`src/rtl/expr_eval_engine.sv`:
```
`default_nettype none
// ============================================================================
// expr_eval_engine : streaming shunting-yard evaluator for signed integer expressions
// Revision 1.0
// ============================================================================
module expr_eval_engine #(
   parameter int DATA_W   = 32,
   parameter int VSTACK_D = 16,
   parameter int OSTACK_D = 16
) (
   input  logic              clk,
   input  logic              rst,
   input  logic              abort,
   input  logic              tok_valid,
   output logic              tok_ready,
   input  logic [2:0]        tok_kind,
   input  logic [3:0]        tok_op,
   input  logic [DATA_W-1:0] tok_num,
   output logic              res_valid,
   input  logic              res_ready,
   output logic [DATA_W-1:0] res_data,
   output logic [2:0]        res_err
);

   localparam int VPW = $clog2(VSTACK_D + 1);
   localparam int OPW = $clog2(OSTACK_D + 1);
   localparam int VAW = (VSTACK_D > 1) ? $clog2(VSTACK_D) : 1;
   localparam int OAW = (OSTACK_D > 1) ? $clog2(OSTACK_D) : 1;

   localparam logic [VPW-1:0] VFULL = VPW'(VSTACK_D);
   localparam logic [OPW-1:0] OFULL = OPW'(OSTACK_D);

   localparam logic [2:0] K_NUM    = 3'd0;
   localparam logic [2:0] K_OP     = 3'd1;
   localparam logic [2:0] K_LPAREN = 3'd2;
   localparam logic [2:0] K_RPAREN = 3'd3;
   localparam logic [2:0] K_END    = 3'd4;

   localparam logic [3:0] OP_ADD   = 4'd0;
   localparam logic [3:0] OP_SUB   = 4'd1;
   localparam logic [3:0] OP_MUL   = 4'd2;
   localparam logic [3:0] OP_DIV   = 4'd3;
   localparam logic [3:0] OP_EQ    = 4'd4;
   localparam logic [3:0] OP_NE    = 4'd5;
   localparam logic [3:0] OP_GT    = 4'd6;
   localparam logic [3:0] OP_GE    = 4'd7;
   localparam logic [3:0] OP_LT    = 4'd8;
   localparam logic [3:0] OP_LE    = 4'd9;
   localparam logic [3:0] OP_NEG   = 4'd10;
   // Paren marker reuses an opcode that can never be accepted as an operator
   localparam logic [3:0] OP_PAREN = 4'd15;

   localparam logic [2:0] E_NONE    = 3'd0;
   localparam logic [2:0] E_VOVF    = 3'd1;
   localparam logic [2:0] E_OOVF    = 3'd2;
   localparam logic [2:0] E_SYNTAX  = 3'd3;
   localparam logic [2:0] E_DIV0    = 3'd4;
   localparam logic [2:0] E_PAREN   = 3'd5;
   localparam logic [2:0] E_ILLEGAL = 3'd6;

   typedef enum logic [2:0] {
      S_ACCEPT = 3'd0,
      S_REDUCE = 3'd1,
      S_DRAIN  = 3'd2,
      S_ERR    = 3'd3,
      S_DONE   = 3'd4
   } state_t;

   state_t                   state, state_nx;
   logic [VPW-1:0]           vsp, vsp_nx, vsp_m1, vsp_m2;
   logic [OPW-1:0]           osp, osp_nx, osp_m1, osp_m2;
   logic [DATA_W-1:0]        vstack [VSTACK_D];
   logic [3:0]               ostack [OSTACK_D];
   logic [3:0]               pend_op, pend_op_nx;
   logic                     pend_rp, pend_rp_nx;
   logic [2:0]               err_code, err_nx;
   logic                     res_load;
   logic [DATA_W-1:0]        res_data_nx;
   logic [2:0]               res_err_nx;
   logic                     v_we;
   logic [VAW-1:0]           v_addr;
   logic [DATA_W-1:0]        v_data;
   logic                     o_we;
   logic [OAW-1:0]           o_addr;
   logic [3:0]               o_data;
   logic [3:0]               top_op, below_op;
   logic signed [DATA_W-1:0] val_a, val_b;
   logic [DATA_W-1:0]        alu_res;
   logic                     is_neg, short_ops, div_zero, do_apply;
   logic [2:0]               app_err;
   logic [VAW-1:0]           app_addr;
   logic [VPW-1:0]           app_vsp;
   logic                     top_ge_tok, below_ge_pend;

   function automatic logic [2:0] prec(input logic [3:0] op);
      case (op)
         OP_EQ, OP_NE:               prec = 3'd1;
         OP_GT, OP_GE, OP_LT, OP_LE: prec = 3'd2;
         OP_ADD, OP_SUB:             prec = 3'd3;
         OP_MUL, OP_DIV:             prec = 3'd4;
         OP_NEG:                     prec = 3'd5;
         default:                    prec = 3'd0;
      endcase
   endfunction

   assign vsp_m1   = vsp - VPW'(1);
   assign vsp_m2   = vsp - VPW'(2);
   assign osp_m1   = osp - OPW'(1);
   assign osp_m2   = osp - OPW'(2);
   assign top_op   = ostack[osp_m1[OAW-1:0]];
   assign below_op = ostack[osp_m2[OAW-1:0]];
   assign val_b    = vstack[vsp_m1[VAW-1:0]];
   assign val_a    = vstack[vsp_m2[VAW-1:0]];

   assign top_ge_tok    = (osp != '0) && (prec(top_op) >= prec(tok_op));
   assign below_ge_pend = (osp_m1 != '0) && (prec(below_op) >= prec(pend_op));

   always_comb begin
      alu_res = '0;
      case (top_op)
         OP_ADD: alu_res = val_a + val_b;
         OP_SUB: alu_res = val_a - val_b;
         OP_MUL: alu_res = val_a * val_b;
         OP_DIV: begin
            // MIN / -1 would overflow the divider; negation wraps to MIN as required
            if (val_b == '1)
               alu_res = '0 - val_a;
            else if (val_b != '0)
               alu_res = val_a / val_b;
         end
         OP_EQ:  alu_res = DATA_W'(val_a == val_b);
         OP_NE:  alu_res = DATA_W'(val_a != val_b);
         OP_GT:  alu_res = DATA_W'(val_a > val_b);
         OP_GE:  alu_res = DATA_W'(val_a >= val_b);
         OP_LT:  alu_res = DATA_W'(val_a < val_b);
         OP_LE:  alu_res = DATA_W'(val_a <= val_b);
         OP_NEG: alu_res = '0 - val_b;
         default: alu_res = '0;
      endcase
   end

   assign is_neg    = (top_op == OP_NEG);
   assign short_ops = is_neg ? (vsp == '0) : (vsp < VPW'(2));
   assign div_zero  = (top_op == OP_DIV) && (val_b == '0);
   assign app_err   = short_ops ? E_SYNTAX : (div_zero ? E_DIV0 : E_NONE);
   assign app_addr  = is_neg ? vsp_m1[VAW-1:0] : vsp_m2[VAW-1:0];
   assign app_vsp   = is_neg ? vsp : vsp_m1;

   always_comb begin
      state_nx    = state;
      vsp_nx      = vsp;
      osp_nx      = osp;
      pend_op_nx  = pend_op;
      pend_rp_nx  = pend_rp;
      err_nx      = err_code;
      res_load    = 1'b0;
      res_data_nx = '0;
      res_err_nx  = E_NONE;
      v_we        = 1'b0;
      v_addr      = vsp[VAW-1:0];
      v_data      = tok_num;
      o_we        = 1'b0;
      o_addr      = osp[OAW-1:0];
      o_data      = tok_op;
      do_apply    = 1'b0;
      tok_ready   = 1'b0;
      res_valid   = 1'b0;

      case (state)
         S_ACCEPT: begin
            tok_ready = ~abort;
            if (tok_valid) begin
               case (tok_kind)
                  K_NUM: begin
                     if (vsp == VFULL) begin
                        state_nx = S_ERR;
                        err_nx   = E_VOVF;
                     end else begin
                        v_we   = 1'b1;
                        vsp_nx = vsp + VPW'(1);
                     end
                  end
                  K_LPAREN: begin
                     if (osp == OFULL) begin
                        state_nx = S_ERR;
                        err_nx   = E_OOVF;
                     end else begin
                        o_we   = 1'b1;
                        o_data = OP_PAREN;
                        osp_nx = osp + OPW'(1);
                     end
                  end
                  K_OP: begin
                     if (tok_op > OP_NEG) begin
                        state_nx = S_ERR;
                        err_nx   = E_ILLEGAL;
                     end else if (tok_op != OP_NEG && top_ge_tok) begin
                        pend_op_nx = tok_op;
                        pend_rp_nx = 1'b0;
                        state_nx   = S_REDUCE;
                     end else if (osp == OFULL) begin
                        state_nx = S_ERR;
                        err_nx   = E_OOVF;
                     end else begin
                        o_we   = 1'b1;
                        osp_nx = osp + OPW'(1);
                     end
                  end
                  K_RPAREN: begin
                     if (osp == '0) begin
                        state_nx = S_ERR;
                        err_nx   = E_PAREN;
                     end else begin
                        pend_rp_nx = 1'b1;
                        state_nx   = S_REDUCE;
                     end
                  end
                  K_END:   state_nx = S_DRAIN;
                  default: begin
                     state_nx = S_ERR;
                     err_nx   = E_ILLEGAL;
                  end
               endcase
            end
         end

         S_REDUCE: begin
            if (pend_rp) begin
               if (osp == '0) begin
                  state_nx = S_ERR;
                  err_nx   = E_PAREN;
               end else if (top_op == OP_PAREN) begin
                  osp_nx   = osp_m1;
                  state_nx = S_ACCEPT;
               end else begin
                  do_apply = 1'b1;
                  osp_nx   = osp_m1;
               end
            end else begin
               do_apply = 1'b1;
               if (below_ge_pend) begin
                  osp_nx = osp_m1;
               end else begin
                  // Pop and push land in the same slot, so depth is unchanged
                  o_we     = 1'b1;
                  o_addr   = osp_m1[OAW-1:0];
                  o_data   = pend_op;
                  osp_nx   = osp;
                  state_nx = S_ACCEPT;
               end
            end
         end

         S_DRAIN: begin
            if (osp == '0) begin
               if (vsp != VPW'(1)) begin
                  state_nx = S_ERR;
                  err_nx   = E_SYNTAX;
               end else begin
                  res_load    = 1'b1;
                  res_data_nx = val_b;
                  res_err_nx  = E_NONE;
                  vsp_nx      = '0;
                  state_nx    = S_DONE;
               end
            end else if (top_op == OP_PAREN) begin
               state_nx = S_ERR;
               err_nx   = E_PAREN;
            end else begin
               do_apply = 1'b1;
               osp_nx   = osp_m1;
            end
         end

         S_ERR: begin
            res_load    = 1'b1;
            res_data_nx = '0;
            res_err_nx  = err_code;
            vsp_nx      = '0;
            osp_nx      = '0;
            state_nx    = S_DONE;
         end

         S_DONE: begin
            res_valid = 1'b1;
            if (res_ready) begin
               vsp_nx   = '0;
               osp_nx   = '0;
               state_nx = S_ACCEPT;
            end
         end

         default: state_nx = S_ACCEPT;
      endcase

      if (do_apply) begin
         if (app_err != E_NONE) begin
            state_nx = S_ERR;
            err_nx   = app_err;
            o_we     = 1'b0;
            osp_nx   = osp;
         end else begin
            v_we   = 1'b1;
            v_addr = app_addr;
            v_data = alu_res;
            vsp_nx = app_vsp;
         end
      end

      if (abort) begin
         state_nx   = S_ACCEPT;
         vsp_nx     = '0;
         osp_nx     = '0;
         pend_rp_nx = 1'b0;
         v_we       = 1'b0;
         o_we       = 1'b0;
         res_load   = 1'b0;
      end
   end

   always_ff @(posedge clk or posedge rst) begin
      if (rst)
         state <= S_ACCEPT;
      else
         state <= state_nx;
   end

   always_ff @(posedge clk or posedge rst) begin
      if (rst) begin
         vsp      <= '0;
         osp      <= '0;
         pend_op  <= OP_ADD;
         pend_rp  <= 1'b0;
         err_code <= E_NONE;
         res_data <= '0;
         res_err  <= E_NONE;
      end else begin
         vsp      <= vsp_nx;
         osp      <= osp_nx;
         pend_op  <= pend_op_nx;
         pend_rp  <= pend_rp_nx;
         err_code <= err_nx;
         if (res_load) begin
            res_data <= res_data_nx;
            res_err  <= res_err_nx;
         end
      end
   end

   // Stack storage needs no reset: the pointers define what is valid
   always_ff @(posedge clk) begin
      if (v_we)
         vstack[v_addr] <= v_data;
      if (o_we)
         ostack[o_addr] <= o_data;
   end

endmodule
`default_nettype wire
```
`config.mk`:
```
export PLATFORM = sky130hd
export DESIGN_NAME = expr_eval_engine
export DESIGN_NICKNAME = d
export VERILOG_FILES = /design/src/rtl/expr_eval_engine.sv
export SDC_FILE = /design/constraint.sdc
export NUM_CORES = 2
export LEC_CHECK = 0
export ABC_AREA = 0
export CAP_MARGIN = 20
export CORE_MARGIN = 2
export CORE_UTILIZATION = 35
export DETAILED_ROUTE_END_ITERATION = 8
export GPL_TIMING_DRIVEN = 0
export SLEW_MARGIN = 20
export SYNTH_ARGS = -nofsm -noshare
export SYNTH_HDL_FRONTEND = slang
export SYNTH_SLANG_ARGS = --single-unit
```
`constraint.sdc`:
```
create_clock -name clk -period 111.6 [get_ports clk]
set_input_delay 11.16 -clock clk [delete_from_list [all_inputs] [get_ports clk]]
set_output_delay 11.16 -clock clk [all_outputs]
set_load 0.03 [all_outputs]
```
==> flow_metrics.env <==
export IMPL_fin_crit_sh_pct=94.8
export IMPL_hpwl_mm=285
export IMPL_yosysWarningCount=0
export IMPL_synthArstFlopShare_pct=8.86
export IMPL_rsz0062_at_grt="false"
export IMPL_initial_core_util_pct=35.1
export IMPL_crit_path_start_kind="register"
export IMPL_path_buf_inv=61
export IMPL_rows=177
export IMPL_drive_gt1_share_pct=12.1
export IMPL_hold_buffers=0
export IMPL_netlist_area_um2=81600
export IMPL_wl_mm=350
export IMPL_cp_startpoint="vsp[1]"
export IMPL_cts_buffer_depth=3
export IMPL_grt_pass1_wl_mm=503
export IMPL_worst_slew_pin_slew_ns=1.29
export IMPL_cts_buffers=66
export IMPL_hp_class="register to register"
export IMPL_vias=73908
export IMPL_fp_dieArea_um2=237000
export IMPL_path_max_fanout=12
export IMPL_wl_per_cell_um=28.7
export IMPL_hold_slack_ns=0.502
export IMPL_yosysUniqueCellTypes=125
export IMPL_synth_ff_type="edfxtp_1"
export IMPL_worstHoldStart="res_data[3]"
export IMPL_die_h_um=487
export IMPL_port_buffers=79
export IMPL_grt_ovfl_total=0
export IMPL_fmax_mhz=9.45
export IMPL_cp_arrival_ns=106.19
export IMPL_drt_iter0_markers=8109
export IMPL_htree_levels=3
export IMPL_antenna_found_initial=13
export IMPL_core_area_um2=232000
export IMPL_crit_slowest_cell="buf_1"
export IMPL_ios=81
export IMPL_final_antenna_net_count=0
export IMPL_cp_common_cell="o21a_1"
export IMPL_syn_to_final_growth_pct=12.2
export IMPL_gp_congestion=1.06
export IMPL_synth_seq_area_share_pct=22.9
export IMPL_critical_path_top_delay_family="compound AO/OA/AOI/OAI gates"
export IMPL_avgSynthCellArea_um2=9.23
export IMPL_place_inst=12082
export IMPL_cp_data_required_time_ns=111.95
export IMPL_critPathCaptureType="register"
export IMPL_maxCapViolations=0
export IMPL_firstDrtPassIters=9
export IMPL_root_buffer="clkbuf_16"
export IMPL_grt_max_degree=37
export IMPL_via_per_inst=6.04
export IMPL_post_route_min_period_ns=105.84
export IMPL_finClkSkew_ns=0.0718
export IMPL_timing_rr_start="vsp[1]"
export IMPL_drv_slew=0
export IMPL_clkTransAtPathRegs_ns=0.06
export IMPL_fin_nets=10355
export IMPL_fin_tns_setup_ns=0
export IMPL_outcome="finished, final reports clean"
export IMPL_worstSkewPairLatency_ns=0.66
export IMPL_finalHoldViolCount=0
export IMPL_drc=0
export IMPL_crit_type="register to register"
export IMPL_synth_edff_count=576
export IMPL_cts_tree="done"
export IMPL_grtUsageTotal_pct=28.8
export IMPL_finalNonFillerCells=12228
export IMPL_syn_instance_count=8845
export IMPL_grt_pass1_vias=72720
export IMPL_ys_ff_latch=632
export IMPL_slew_headroom_pct=13.9
export IMPL_setup_viol=0
export IMPL_die_w_um=487
export IMPL_syn_nets=10075
export IMPL_slowest_delay_ns=0.74
export IMPL_cts_sinks=632
-- cells by family after synthesis --
logic type               share of synthesized area, %
flip-flops                                       22.9
buffers and inverters                            6.15
AND/OR/NAND/NOR                                  16.3
multiplexers                                     11.5
adder cells (fa/ha/maj)                          21.9
XOR/XNOR                                         5.68
AO/OA/AOI/OAI                                    15.5
-- metrics by stage --
stage	setup WS [ns]	area [µm²]	utilization [%]
after global placement	-24.33	86200	37.1
final	5.76	91600	39.4
after CTS	0.0923	91000	39.2
after global routing	0.0497	91600	39.4
after detailed placement	-17.29	88600	38.1
after floorplan	19.13	81600	-
-- worst paths after layout --
path                                 end  slack (ns)  cells past startpoint
setup / recovery           vstack[8][30]        5.76                    436
hold / removal               res_data[3]        0.50                      2
setup reg to reg           vstack[8][30]        5.76                    436
hold reg to reg              res_data[3]        0.50                      2
max in group asynchronous         vsp[3]      100.23                      3
min in group asynchronous    res_data[5]       10.80                      2
-- metal layers --
| layer | up-vias | track usage [%] | part of all wire, % |
|---|---|---|---|
| met5 | - | 0 | 0.018 |
| met4 | 10 | 16.5 | 7.0 |
| met3 | 802 | 4.21 | 8.2 |
| met2 | 3708 | 46.1 | 45 |
| met1 | 36951 | 37.0 | 40 |
| li1 | 32437 | - | - |
-- Yosys cell counts, types with 17 or more instances --
cell	instances	area, µm²
a21o_1	181	1360
a21boi_0	31	233
o21ai_0	377	1890
clkbuf_1	274	1030
nand2_1	964	3620
a22oi_1	26	195
nor2_1	676	2540
and3_1	66	413
xnor2_1	367	3210
inv_1	793	2980
and2_1	137	857
o31ai_1	48	360
or2_2	42	263
o21bai_1	48	360
a31oi_1	95	594
buf_6	24	270
nand4_1	68	425
dfrtp_1	56	1400
nor2b_1	110	688
mux2i_1	117	1170
nor3b_1	18	135
o21ai_1	29	145
o21a_1	196	1470
or3_1	90	563
o211ai_1	49	368
mux4_2	314	7070
nor4_1	40	250
buf_2	46	230
mux2_2	80	901
buf_1	71	267
a211o_1	21	184
nand3_1	191	956
a21oi_1	447	2240
nor3_1	292	1460
a211oi_1	48	360
edfxtp_1	576	17300
xor2_1	154	1350
a221oi_1	29	254
a41oi_1	17	149
nand2b_1	65	407
o22ai_1	18	113
fa_1	409	8190
ha_1	777	9720
-- worst min-delay path: stages (launching register included) --
cell     delay [ns]
dfrtp_1        0.34
nand3_1        0.06
o21ai_0        0.06
-- repair_timing --
| item | CTS | global route |
|---|---|---|
| pin swaps | 5 | 13 |
| endpoints found under the setup margin | 512 | 512 |
| hold endpoints to repair | 0 | 0 |
| setup buffers | 5 | 24 |
| gates resized for setup | 129 | 139 |
-- flip-flops by register name, indices dropped and copies added, names as in the netlist, 3 cells and up --
signal and count:
osp 5, err_code 3, state 3, res_data 32
vstack 512, ostack 64, vsp 5, pend_op 4
res_err 3
-- final cells by class --
type / count / area (µm²)
Clock buffer: 84 / 1720
Tap cell: 3043 / 3810
Inverter: 805 / 3030
Antenna cell: 11 / 27.5
Fill cell: 22893 / 141000
Timing Repair Buffer: 225 / 2870
Multi-Input combinational cell: 6972 / 59000
Sequential cell: 632 / 18700
Clock inverter: 33 / 329
Buffer: 423 / 2130
-- cell usage in the layout (no fill, tap or decap), drive strengths merged, types with 118 or more instances in the layout --
master	count
fa	409
buf	298
a21o	181
inv	803
clkbuf	352
ha	777
nand3	196
a21oi	450
nor2	678
mux4	321
mux2i	118
xnor2	370
nand2	964
o21a	196
edfxtp	576
xor2	155
o21ai	409
nor3	301
and2	138
Power is left out: the tool's default activity adds up to more than one toggle a clock period on the data nets, which glitch-free logic cannot reach.
